--- config.mk ---
export PLATFORM = sky130hd
export DESIGN_NAME = spi_master
export DESIGN_NICKNAME = d
export VERILOG_FILES = /design/src/rtl/spi_pkg.sv /design/src/rtl/spi_halfperiod_timer.sv /design/src/rtl/spi_master.sv
export SDC_FILE = /design/constraint.sdc
export NUM_CORES = 1
export LEC_CHECK = 0
export CAP_MARGIN = 20
export CELL_PAD_IN_SITES_DETAIL_PLACEMENT = 1
export CELL_PAD_IN_SITES_GLOBAL_PLACEMENT = 2
export CORE_MARGIN = 10
export CORE_UTILIZATION = 42
export CTS_CLUSTER_DIAMETER = 120
export DETAILED_ROUTE_END_ITERATION = 8
export DONT_BUFFER_PORTS = 1
export GPL_ROUTABILITY_DRIVEN = 0
export GPL_TIMING_DRIVEN = 1
export HOLD_SLACK_MARGIN = 0.12
export PLACE_DENSITY = 0.79
export SLEW_MARGIN = 25
export SYNTH_ARGS = -nofsm -noshare
export SYNTH_HDL_FRONTEND = slang
export SYNTH_SLANG_ARGS = --single-unit
export TNS_END_PERCENT = 100
--- constraint.sdc ---
create_clock -name clk -period 3.07 [get_ports clk]
set_clock_uncertainty 0.05 [all_clocks]
set_input_delay 0.307 -clock clk [delete_from_list [all_inputs] [get_ports clk]]
set_output_delay 0.307 -clock clk [all_outputs]
set_load 0.1 [all_outputs]
--- src/rtl/spi_pkg.sv ---
// Shared constants for the SPI mode-0 initiator: FSM state encoding,
// clock mode constants and a sizing helper for the half-period counter.
package spi_pkg;

    typedef logic [2:0] spi_state_t;

    localparam spi_state_t ST_IDLE  = 3'd0;
    localparam spi_state_t ST_SETUP = 3'd1;
    localparam spi_state_t ST_HIGH  = 3'd2;
    localparam spi_state_t ST_LOW   = 3'd3;
    localparam spi_state_t ST_HOLD  = 3'd4;

    // Mode 0: clock idles low, data sampled on the rising edge.
    localparam logic CPOL = 1'b0;
    localparam logic CPHA = 1'b0;

    // Bits needed to count 0..div-1, never less than one bit.
    function automatic int cnt_width(input int div);
        int w;
        w = $clog2(div);
        if (w < 1) begin
            w = 1;
        end else begin
            w = w;
        end
        return w;
    endfunction

endpackage

--- src/rtl/spi_halfperiod_timer.sv ---
// Half-period timer: counts clkDiv cycles and flags the last one.
// Held at zero while restart is high so each state starts a fresh count.
module spi_halfperiod_timer
    import spi_pkg::*;
#(
    parameter int clkDiv = 4
) (
    input  logic clk,
    input  logic rst_n,
    input  logic restart,
    output logic expire
);

    localparam int CW = cnt_width(clkDiv);
    localparam logic [CW-1:0] LAST = CW'(clkDiv - 1);

    logic [CW-1:0] cnt_q;
    logic [CW-1:0] cnt_d;

    // Next count: clear on restart or at the end of a half-period, else advance.
    always_comb begin
        cnt_d = cnt_q;
        if (restart) begin
            cnt_d = '0;
        end else if (cnt_q == LAST) begin
            cnt_d = '0;
        end else begin
            cnt_d = cnt_q + CW'(1);
        end
    end

    // Counter register with synchronous active-low reset.
    always_ff @(posedge clk) begin
        if (!rst_n) begin
            cnt_q <= '0;
        end else begin
            cnt_q <= cnt_d;
        end
    end

    assign expire = !restart && (cnt_q == LAST);

endmodule

--- src/rtl/spi_master.sv ---
// SPI mode-0 initiator, MSB first, one full-duplex word per transaction.
// States SETUP/HIGH/LOW/HOLD each last clkDiv cycles; all outputs registered.
module spi_master
    import spi_pkg::*;
#(
    parameter int width  = 8,
    parameter int clkDiv = 4
) (
    input  logic             clk,
    input  logic             rst_n,
    input  logic             start,
    input  logic [width-1:0] txData,
    output logic [width-1:0] rxData,
    output logic             busy,
    output logic             done,
    output logic             sclk,
    output logic             cs_n,
    output logic             mosi,
    input  logic             miso
);

    localparam int BW = $clog2(width);
    localparam logic [BW-1:0] LAST_BIT = BW'(width - 1);

    spi_state_t       state_q, state_d;
    // The MSB goes straight to mosi at acceptance, so only the rest is kept.
    logic [width-2:0] tx_q, tx_d;
    logic [width-1:0] rx_q, rx_d;
    logic [width-1:0] rx_data_q, rx_data_d;
    logic [BW-1:0]    bit_cnt_q, bit_cnt_d;
    logic             busy_q, busy_d;
    logic             done_q, done_d;
    logic             sclk_q, sclk_d;
    logic             cs_n_q, cs_n_d;
    logic             mosi_q, mosi_d;
    logic             expire_s;

    spi_halfperiod_timer #(.clkDiv(clkDiv)) u_timer (
        .clk     (clk),
        .rst_n   (rst_n),
        .restart (state_q == ST_IDLE),
        .expire  (expire_s)
    );

    // State and datapath registers with synchronous active-low reset.
    always_ff @(posedge clk) begin
        if (!rst_n) begin
            state_q   <= ST_IDLE;
            tx_q      <= '0;
            rx_q      <= '0;
            rx_data_q <= '0;
            bit_cnt_q <= '0;
            busy_q    <= 1'b0;
            done_q    <= 1'b0;
            sclk_q    <= CPOL;
            cs_n_q    <= 1'b1;
            mosi_q    <= 1'b0;
        end else begin
            state_q   <= state_d;
            tx_q      <= tx_d;
            rx_q      <= rx_d;
            rx_data_q <= rx_data_d;
            bit_cnt_q <= bit_cnt_d;
            busy_q    <= busy_d;
            done_q    <= done_d;
            sclk_q    <= sclk_d;
            cs_n_q    <= cs_n_d;
            mosi_q    <= mosi_d;
        end
    end

    // Next-state logic: advance at the end of each half-period.
    always_comb begin
        state_d = state_q;
        case (state_q)
            ST_IDLE:  if (start)    state_d = ST_SETUP; else state_d = ST_IDLE;
            ST_SETUP: if (expire_s) state_d = ST_HIGH;  else state_d = ST_SETUP;
            ST_HIGH: begin
                if (expire_s) begin
                    if (bit_cnt_q == LAST_BIT) state_d = ST_HOLD;
                    else                       state_d = ST_LOW;
                end else begin
                    state_d = ST_HIGH;
                end
            end
            ST_LOW:   if (expire_s) state_d = ST_HIGH;  else state_d = ST_LOW;
            ST_HOLD:  if (expire_s) state_d = ST_IDLE;  else state_d = ST_HOLD;
            default:  state_d = ST_IDLE;
        endcase
    end

    // Output and shifter updates; everything holds except done, which pulses.
    always_comb begin
        tx_d      = tx_q;
        rx_d      = rx_q;
        rx_data_d = rx_data_q;
        bit_cnt_d = bit_cnt_q;
        busy_d    = busy_q;
        done_d    = 1'b0;
        sclk_d    = sclk_q;
        cs_n_d    = cs_n_q;
        mosi_d    = mosi_q;
        case (state_q)
            ST_IDLE: begin
                if (start) begin
                    tx_d      = txData[width-2:0];
                    cs_n_d    = 1'b0;
                    mosi_d    = txData[width-1];
                    busy_d    = 1'b1;
                    bit_cnt_d = '0;
                end else begin
                    busy_d = busy_q;
                end
            end
            ST_SETUP, ST_LOW: begin
                // Rising sclk edge: miso is captured on this same clk edge.
                if (expire_s) begin
                    sclk_d = ~CPOL;
                    rx_d   = {rx_q[width-2:0], miso};
                end else begin
                    sclk_d = sclk_q;
                end
            end
            ST_HIGH: begin
                // Falling sclk edge: present the next bit unless the word is done.
                if (expire_s) begin
                    sclk_d = CPOL;
                    if (bit_cnt_q != LAST_BIT) begin
                        mosi_d    = tx_q[width-2];
                        tx_d      = tx_q << 1;
                        bit_cnt_d = bit_cnt_q + BW'(1);
                    end else begin
                        mosi_d = mosi_q;
                    end
                end else begin
                    sclk_d = sclk_q;
                end
            end
            ST_HOLD: begin
                if (expire_s) begin
                    cs_n_d    = 1'b1;
                    sclk_d    = CPOL;
                    mosi_d    = 1'b0;
                    busy_d    = 1'b0;
                    done_d    = 1'b1;
                    rx_data_d = rx_q;
                end else begin
                    cs_n_d = cs_n_q;
                end
            end
            default: begin
                cs_n_d = 1'b1;
                sclk_d = CPOL;
                mosi_d = 1'b0;
                busy_d = 1'b0;
            end
        endcase
    end

    assign rxData = rx_data_q;
    assign busy   = busy_q;
    assign done   = done_q;
    assign sclk   = sclk_q;
    assign cs_n   = cs_n_q;
    assign mosi   = mosi_q;

endmodule

### Yosys cells after proc, flatten, opt, wreduce, memory -nomap -nowiden

Cells that the tools add are included.

| cells by class | value |
|---|---|
| add/subtract/negate cells | 2 |
| equal/unequal tests | 13 |
| muxes and demuxes | 27 |
| bitwise operators | 4 |
| reduce and logical (&&, ||, !) cells | 15 |

Operators by type and width:

| kind | number |
|---|---|
| $mux W7 | 3 |
| $mux W3 | 6 |
| $pmux W3 S5 | 1 |
| $pmux W7 S2 | 1 |
| $mux W1 | 10 |
| $ne A2 B2 Y1 const B | 5 |
| $pmux W1 S3 | 3 |
| $eq A3 B2 Y1 const B | 2 |
| $eq A3 B3 Y1 const B | 2 |
| $pmux W3 S2 | 1 |
| $reduce_and A2 Y1 | 3 |
| $reduce_and A3 Y1 | 2 |
| $reduce_or A3 Y1 | 2 |
| $reduce_and A5 Y1 | 1 |
| $not A1 Y1 | 4 |
| $pmux W1 S4 | 1 |
| $reduce_and A4 Y1 | 1 |
| $reduce_or A2 Y1 | 2 |
| $add A3 B1 Y3 const B | 1 |
| $eq A3 B1 Y1 const B | 1 |
| $logic_not A3 Y1 | 1 |
| $ne A3 B3 Y1 const B | 1 |
| $add A2 B1 Y2 const B | 1 |
| $eq A2 B2 Y1 const B | 1 |
| 5 further kinds | 5 |

| storage, ports and cells | value |
|---|---|
| register bits after elaboration | 36 |
| input bits | 12 |
| output and inout port bits | 13 |
| word-level logic and storage cells | 72 |

### Depth between registers and ports, before layout

Gate-level depths: netlist of run 1.

| depth | value |
|---|---|
| depth in word-level cells | 5 |
| gate-level depth with buffers | 6 |
| depth with buffers taken out | 5 |

### By module

A second synthesis of run 1 with hierarchy kept.

| second synthesis, totals | value |
|---|---|
| cells, all modules | 155 |
| area, all modules | 1541.5 um2 |

Modules (own cells, without submodules):

| module | instances | cells an instance | area an instance (um2) | seq. area each (um2) |
|---|---|---|---|---|
| spi_master | 1 | 149 | 1452.6 | 680.7 |
| spi_halfperiod_timer | 1 | 6 | 88.8 | 40.0 |

### Least setup slack after synthesis of run 1

Ideal clock, no wire load.

| path | value |
|---|---|
| path type | reg-to-reg |
| start point | register bit_cnt_q[0] |
| end point | register tx_q[1] |
| setup time | 0.119 ns |
| data arrival time | 1.400 ns |
| required time | 2.901 ns |
| path slack | 1.502 ns |
| cell stages (with the launch flop) | 7 |
| buffers on the path | 1 |
| clock period less this slack | 1.568 ns |
| cells stage by stage | dfxtp_1 -> ha_1 -> ha_1 -> and3b_1 -> o21a_1 -> buf_2 -> o221a_1 |

| between the ends | value |
|---|---|
| word-level cells in the longest chain between the ends | 3 |

Ends and longest elaborated chain:

| what | RTL line | text |
|---|---|---|
| start: declaration | spi_master.sv:30 | `logic [BW-1:0] bit_cnt_q, bit_cnt_d;` |
| start signal: assignment | spi_master.sv:63 | `bit_cnt_q <= bit_cnt_d;` |
| $ne A3 B3 Y1 | spi_master.sv:128 | `if (bit_cnt_q != LAST_BIT) begin` |
| $ne A2 B2 Y1 (no source line) | -- |  |
| $reduce_and A4 Y1 (no source line) | -- |  |
| end signal: assignment | spi_master.sv:60 | `tx_q <= tx_d;` |
| end: declaration | spi_master.sv:27 | `logic [width-2:0] tx_q, tx_d;` |

Every way passes these cells.
A chain may end at the register's enable or synchronous reset.

==> impl_metrics.ini, run 1 <==
[yosys]
synthCells = 150
synth_seq_area_share = 0.457
synthTopCellsByArea = dfxtp_1 46%, mux2i_1 15%, nor2b_1 6.7%, o221a_1 4.3%, nand2_1 3.1%
yosysTopAreaCell = dfxtp_1
yosysMostFrequentCell = dfxtp_1
async_reset_ff_frac = 0
syn-num-nets = 165
synth-seq-cells = 36
syn-cell-area_mm2 = 0.00158
synth-edff-count = 0
yosysTopAreaCellShare = 0.457
ys.warnings.count = 0
ys.flop_type = dfxtp_1
synth_cell_type_count = 40
synth_common_cells = 36 x dfxtp_1, 23 x mux2i_1, 17 x nor2b_1, 13 x nand2_1, 6 x o221a_1
syn_avg_cell_area_um2 = 10.5

[global_routing]
grt_pass1_wl_um = 5550
grt_max_degree = 28
antenna_found_initial = 0
grt_pass1_vias = 1102
grt_usage = 0.109
gr-total-overflow = 0

[worst_hold_path]
min-delay-path-class = in -> reg

[worst_setup_path]
r2r_end = tx_q[5]
worst_r2r_startpoint = state_q[1]
cp-end-kind = flop
reg2reg_depth = 3
path_class = in -> reg
cp-endpoint = mosi
critPathArrivalTime_ns = 2.20
cp.required_ns = 3.24
crit_fanout = 27
r2r_slack_ns = 1.10
setup.worst_path.start = rst_n
cp-start-kind = input pin

[floorplanning]
die_area_mm2 = 0.00661
core_mm2 = 0.00363
boundaryPins = 25
die_x_um = 81.3
fp-row-count = 22
die_h_um = 81.3
initial_core_util = 0.434

[pwr]
p_seq_frac = 0.554
intPower_mw = 0.687
swShare = 0.247
leakage_nw = 0.641
power_frac_clock = 0.386
worst_ir_drop_vdd_mv = 0.265
power_frac_comb = 0.060
switchingPower_mw = 0.225
cellPowerDensity_mw_per_mm2 = 534

[timing]
finalHoldViolCount = 0
min_period_ns = 2.04
relSlewSlack = 0.344
finalSetupTns_ns = 0
max_freq_ghz = 0.491
finalSetupViolCount = 0
period_share = 0.664
rsz0062_at_grt = false
drv_slew = 0
worst_pin_slew_ns = 0.982

[route]
num_vias = 1075
wl_um = 3430
avgRoutedWirePerCell_um = 17.2
dr.pass1.iters = 3
via_per_inst = 5.40
ant_nets = 0
drt_iter0_drc = 93
route.detailed.drc = 0

[cells_and_area]
stdcell_count = 199
nNetsFinal = 165
antennaDiodeCount = 0
multi_input_area_um2 = 787
drive_gt1_frac = 0.0927
regArea_um2 = 721
syn_to_final_growth_pct = 8.17
fillers = 409

[place]
post-dp-hpwl_um = 2260
io_buffers = 0
placedCellCount = 188

[clock_network]
clkTransAtPathRegs_ns = 0.07
clock-sinks = 36
ctsResizeCount = 0
cts_buffers = 5
clkLatencyLatePin_ns = 0.29
cts_root_buf = clkbuf_8
clockBufferDepth = 2
cts_tree = built
htreeDepth = 2
post_cts_buffers = 0
hold_buffers = 2

[job]
cap_violations = 0

[run_status]
run_status = completed
==> state kept, by name, summed over array words and instances, names as in the netlist <==
signal         cells
rxData             8
rx_q               8
tx_q               7
bit_cnt_q          3
state_q            3
u_timer.cnt_q      2
busy               1
cs_n               1
done               1
mosi               1
sclk               1
==> area by class of cell <==
cell class                 count  area share
tap                           48      0.0352
multi-input combinational    102       0.461
sequential                    36       0.422
clock buffer                   7      0.0506
clock inverter                 1     0.00440
timing repair buffer           5      0.0264
==> how the worst min path moves through the flow <==
stage	startpoint	end	cells past startpoint
floorplan	u_timer.cnt_q[0]	u_timer.cnt_q[0]	1
global placement	u_timer.cnt_q[0]	u_timer.cnt_q[0]	1
detailed placement	u_timer.cnt_q[0]	u_timer.cnt_q[0]	1
CTS	rst_n	state_q[2]	1
global route	txData[0]	tx_q[0]	2
finish	txData[0]	tx_q[0]	2
==> cell usage in the layout, fill, tap and decap left out, types with 3 or more instances in the layout <==
| cell type | Yosys | final |
|---|---|---|
| nand2_1 | 13 | 13 |
| nor2b_1 | 17 | 17 |
| nor3_1 | 5 | 5 |
| mux2i_1 | 23 | 23 |
| ha_1 | 3 | 3 |
| o221a_1 | 6 | 6 |
| clkbuf_8 | 0 | 6 |
| dfxtp_1 | 36 | 36 |
| nor2_1 | 3 | 3 |
| dlygate4sd3_1 | 0 | 3 |
==> stage by stage <==
| stage | hold WS, ns | cell area, µm² | util | worst slack [ns] | power, mW |
|---|---|---|---|---|---|
| after global routing | 0.128 | 1710 | 0.470 | 0.950 | 0.956 |
| final | 0.129 | 1710 | 0.470 | 1.03 | 0.912 |
| after floorplan | 0.357 | 1580 | - | 1.50 | 0.558 |
| after CTS | 0.123 | 1700 | 0.467 | 1.01 | 0.917 |
| after detailed placement | 0.384 | 1580 | 0.436 | 1.11 | 0.562 |
| after global placement | 0.365 | 1580 | 0.436 | 1.23 | 0.560 |
==> routing by layer <==
metal | routed length, µm | share of wire | GRT usage
met1 | 1640 | 0.48 | 0.122
met2 | 1510 | 0.44 | 0.167
met3 | 256 | 0.075 | 0.0596
met4 | 29 | 0.0085 | 0.0467
met5 | 0 | 0 | 0
==> worst max-delay path, stage by stage <==
cell and delay (ns):
dlygate4sd3_1 1.14, nand2b_4 0.11, or4_4 0.53, o22ai_2 0.11
==> cells by family (layout without fill, tap and decap cells) <==
family | after synthesis | after routing | share of synthesized area
buf+inv | 12 | 13 | 0.0444
compound gates | 22 | 22 | 0.116
fa+ha+maj | 3 | 3 | 0.0238
simple gates | 54 | 54 | 0.213
mux | 23 | 23 | 0.146
flops | 36 | 36 | 0.457
==> power groups by stage <==
stage	combinational, mW	clock, mW	sequential (mW)
global route	0.0604	0.388	0.507
CTS	0.0541	0.358	0.505
detailed placement	0.0466	0	0.516
global placement	0.0444	0	0.515
finish	0.0548	0.352	0.505
floorplan	0.0424	0	0.516
Note: power is estimated with default switching activity, not from simulation.
==> run 2: changes to the inputs <==
- CORE_UTILIZATION: 42 -> 39
- PLACE_DENSITY: 0.79 -> 0.74
- clock period: 3.07 -> 2.1 ns (I/O delays scaled with it)
==> impl_metrics.ini, run 2 (same netlist as run 1, synthesis figures left out) <==
[pwr]
power_frac_comb = 0.082
intPower_mw = 1.01
swShare = 0.245
p_seq_frac = 0.536
cellPowerDensity_mw_per_mm2 = 731
power_frac_clock = 0.382
worst_ir_drop_vdd_mv = 0.356
leakage_nw = 0.724
p_total_mw = 1.33
switchingPower_mw = 0.327

[cells_and_area]
fillers = 447
layout_common_cells = 36 x dfxtp_1, 23 x mux2i_1, 17 x nor2b_1, 17 x buf_4, 13 x nand2_1
syn_to_final_growth_pct = 15.8
drive_gt1_frac = 0.180
postLayoutCellArea_mm2 = 0.00183
stdcell_count = 217
layout.cells.most_common = dfxtp_1
nNetsFinal = 181
antennaDiodeCount = 0

[global_routing]
grt_pass1_vias = 1170
gr-total-overflow = 0
grt_usage = 0.0983
grt_max_degree = 37
grt_pass1_wl_um = 5780
antenna_found_initial = 0

[worst_setup_path]
cp-end-kind = flop
worst_r2r_startpoint = bit_cnt_q[0]
critPathArrivalTime_ns = 1.91
cpMostUsedCell = ha_1
path_class = reg -> reg
cp-start-kind = flop
cp.required_ns = 2.28
cp_cell_sequence = ha_1 > ha_1 > and3b_1 > o21a_1 > o221a_1
critPathBufInv = 0
crit_fanout = 10
setup.worst_path.start = bit_cnt_q[0]
cp_top_family = compound AO/OA/AOI/OAI gates
cp_slowest_cell = o21a_1
cpPeakStageDelay_ns = 0.36

[route]
drt_iter0_drc = 52
wl_um = 3340
ant_nets = 0
avgRoutedWirePerCell_um = 15.4
num_vias = 1113
dr.pass1.iters = 3
via_per_inst = 5.13
route.detailed.drc = 0

[floorplanning]
fp-row-count = 23
die_h_um = 83.6
initial_core_util = 0.397
die_x_um = 83.6
die_area_mm2 = 0.00699
core_mm2 = 0.00397
boundaryPins = 25

[clock_network]
cts_buffers = 5
clockBufferDepth = 2
clkLatencyLatePin_ns = 0.28
ctsResizeCount = 0
htreeDepth = 2
clock-sinks = 36
cts_tree = built
clkTransAtPathRegs_ns = 0.07
cts_root_buf = clkbuf_8
post_cts_buffers = 0

[place]
placedCellCount = 205
io_buffers = 0
place_ws_ns = 0.376
place_area_mm2 = 0.00170
post-dp-hpwl_um = 2330

[run_status]
run_status = completed

[worst_hold_path]
min-delay-path-class = in -> reg
hp-start = txData[6]

[timing]
relSlewSlack = 0.629
setup_slack_ns = 0.371
min_period_ns = 1.73
max_freq_ghz = 0.578
finalSetupViolCount = 0
drv_slew = 0
period_share = 0.823
worst_pin_slew_ns = 0.557
rsz0062_at_grt = false
finalSetupTns_ns = 0
finalHoldViolCount = 0

[job]
cap_violations = 0
## run 2: changes by cell type in the layout (fill, tap and decap cells not counted)
cell   previous run  this run
buf_4             2        17
buf_2             0         1
## run 2: repair_timing
action                                  in CTS  in global routing
endpoints found under the setup margin       0                  0
hold endpoints to repair                    36                  0
hold buffers                                 4                  0
## run 2: worst register-to-register path: cells and delay by family (launching register included)
family | cells | cell delay [ns]
AO/OA/AOI/OAI | 2 | 0.60
AND/OR/NAND/NOR | 1 | 0.30
adder cells (fa/ha/maj) | 2 | 0.41
flip-flops | 1 | 0.32
## run 2: layout make-up
cell class	instances	area, µm²	share of cell area
Clock inverter	1	7.51	0.00411
Multi-Input combinational cell	102	787	0.431
Tap cell	50	62.6	0.0342
Sequential cell	36	721	0.395
Clock buffer	7	86.3	0.0473
Timing Repair Buffer	21	163	0.0890
## run 2: final timing paths
path | depth (start not counted) | to | slack [ns]
max | 5 | tx_q[4] | 0.37
min | 3 | tx_q[6] | 0.16
max reg2reg | 5 | tx_q[4] | 0.37
min reg2reg | 1 | u_timer.cnt_q[0] | 0.38
## run 2: metal layers
layer	routed length [µm]	up-vias	track usage	part of all wire
met5	0	-	0	0
met4	25	0	0.0365	0.0075
met3	181	4	0.0439	0.054
met2	1450	22	0.144	0.43
met1	1690	516	0.123	0.50
li1	-	571	-	-
## run 2: per-stage QoR
step | utilization | hold WS (ns)
CTS | 0.461 | 0.155
finish | 0.460 | 0.164
global route | 0.460 | 0.171
detailed placement | 0.428 | 0.290
floorplan | - | 0.303
global placement | 0.428 | 0.286
## run 2: power groups by stage
stage	Combinational (mW)	Sequential (mW)	Clock (mW)
2_1_floorplan	0.0620	0.754	0
3_3_place_gp	0.0941	0.730	0
3_5_place_dp	0.0961	0.731	0
4_1_cts	0.112	0.715	0.534
5_1_grt	0.119	0.718	0.560
6_report	0.109	0.716	0.510
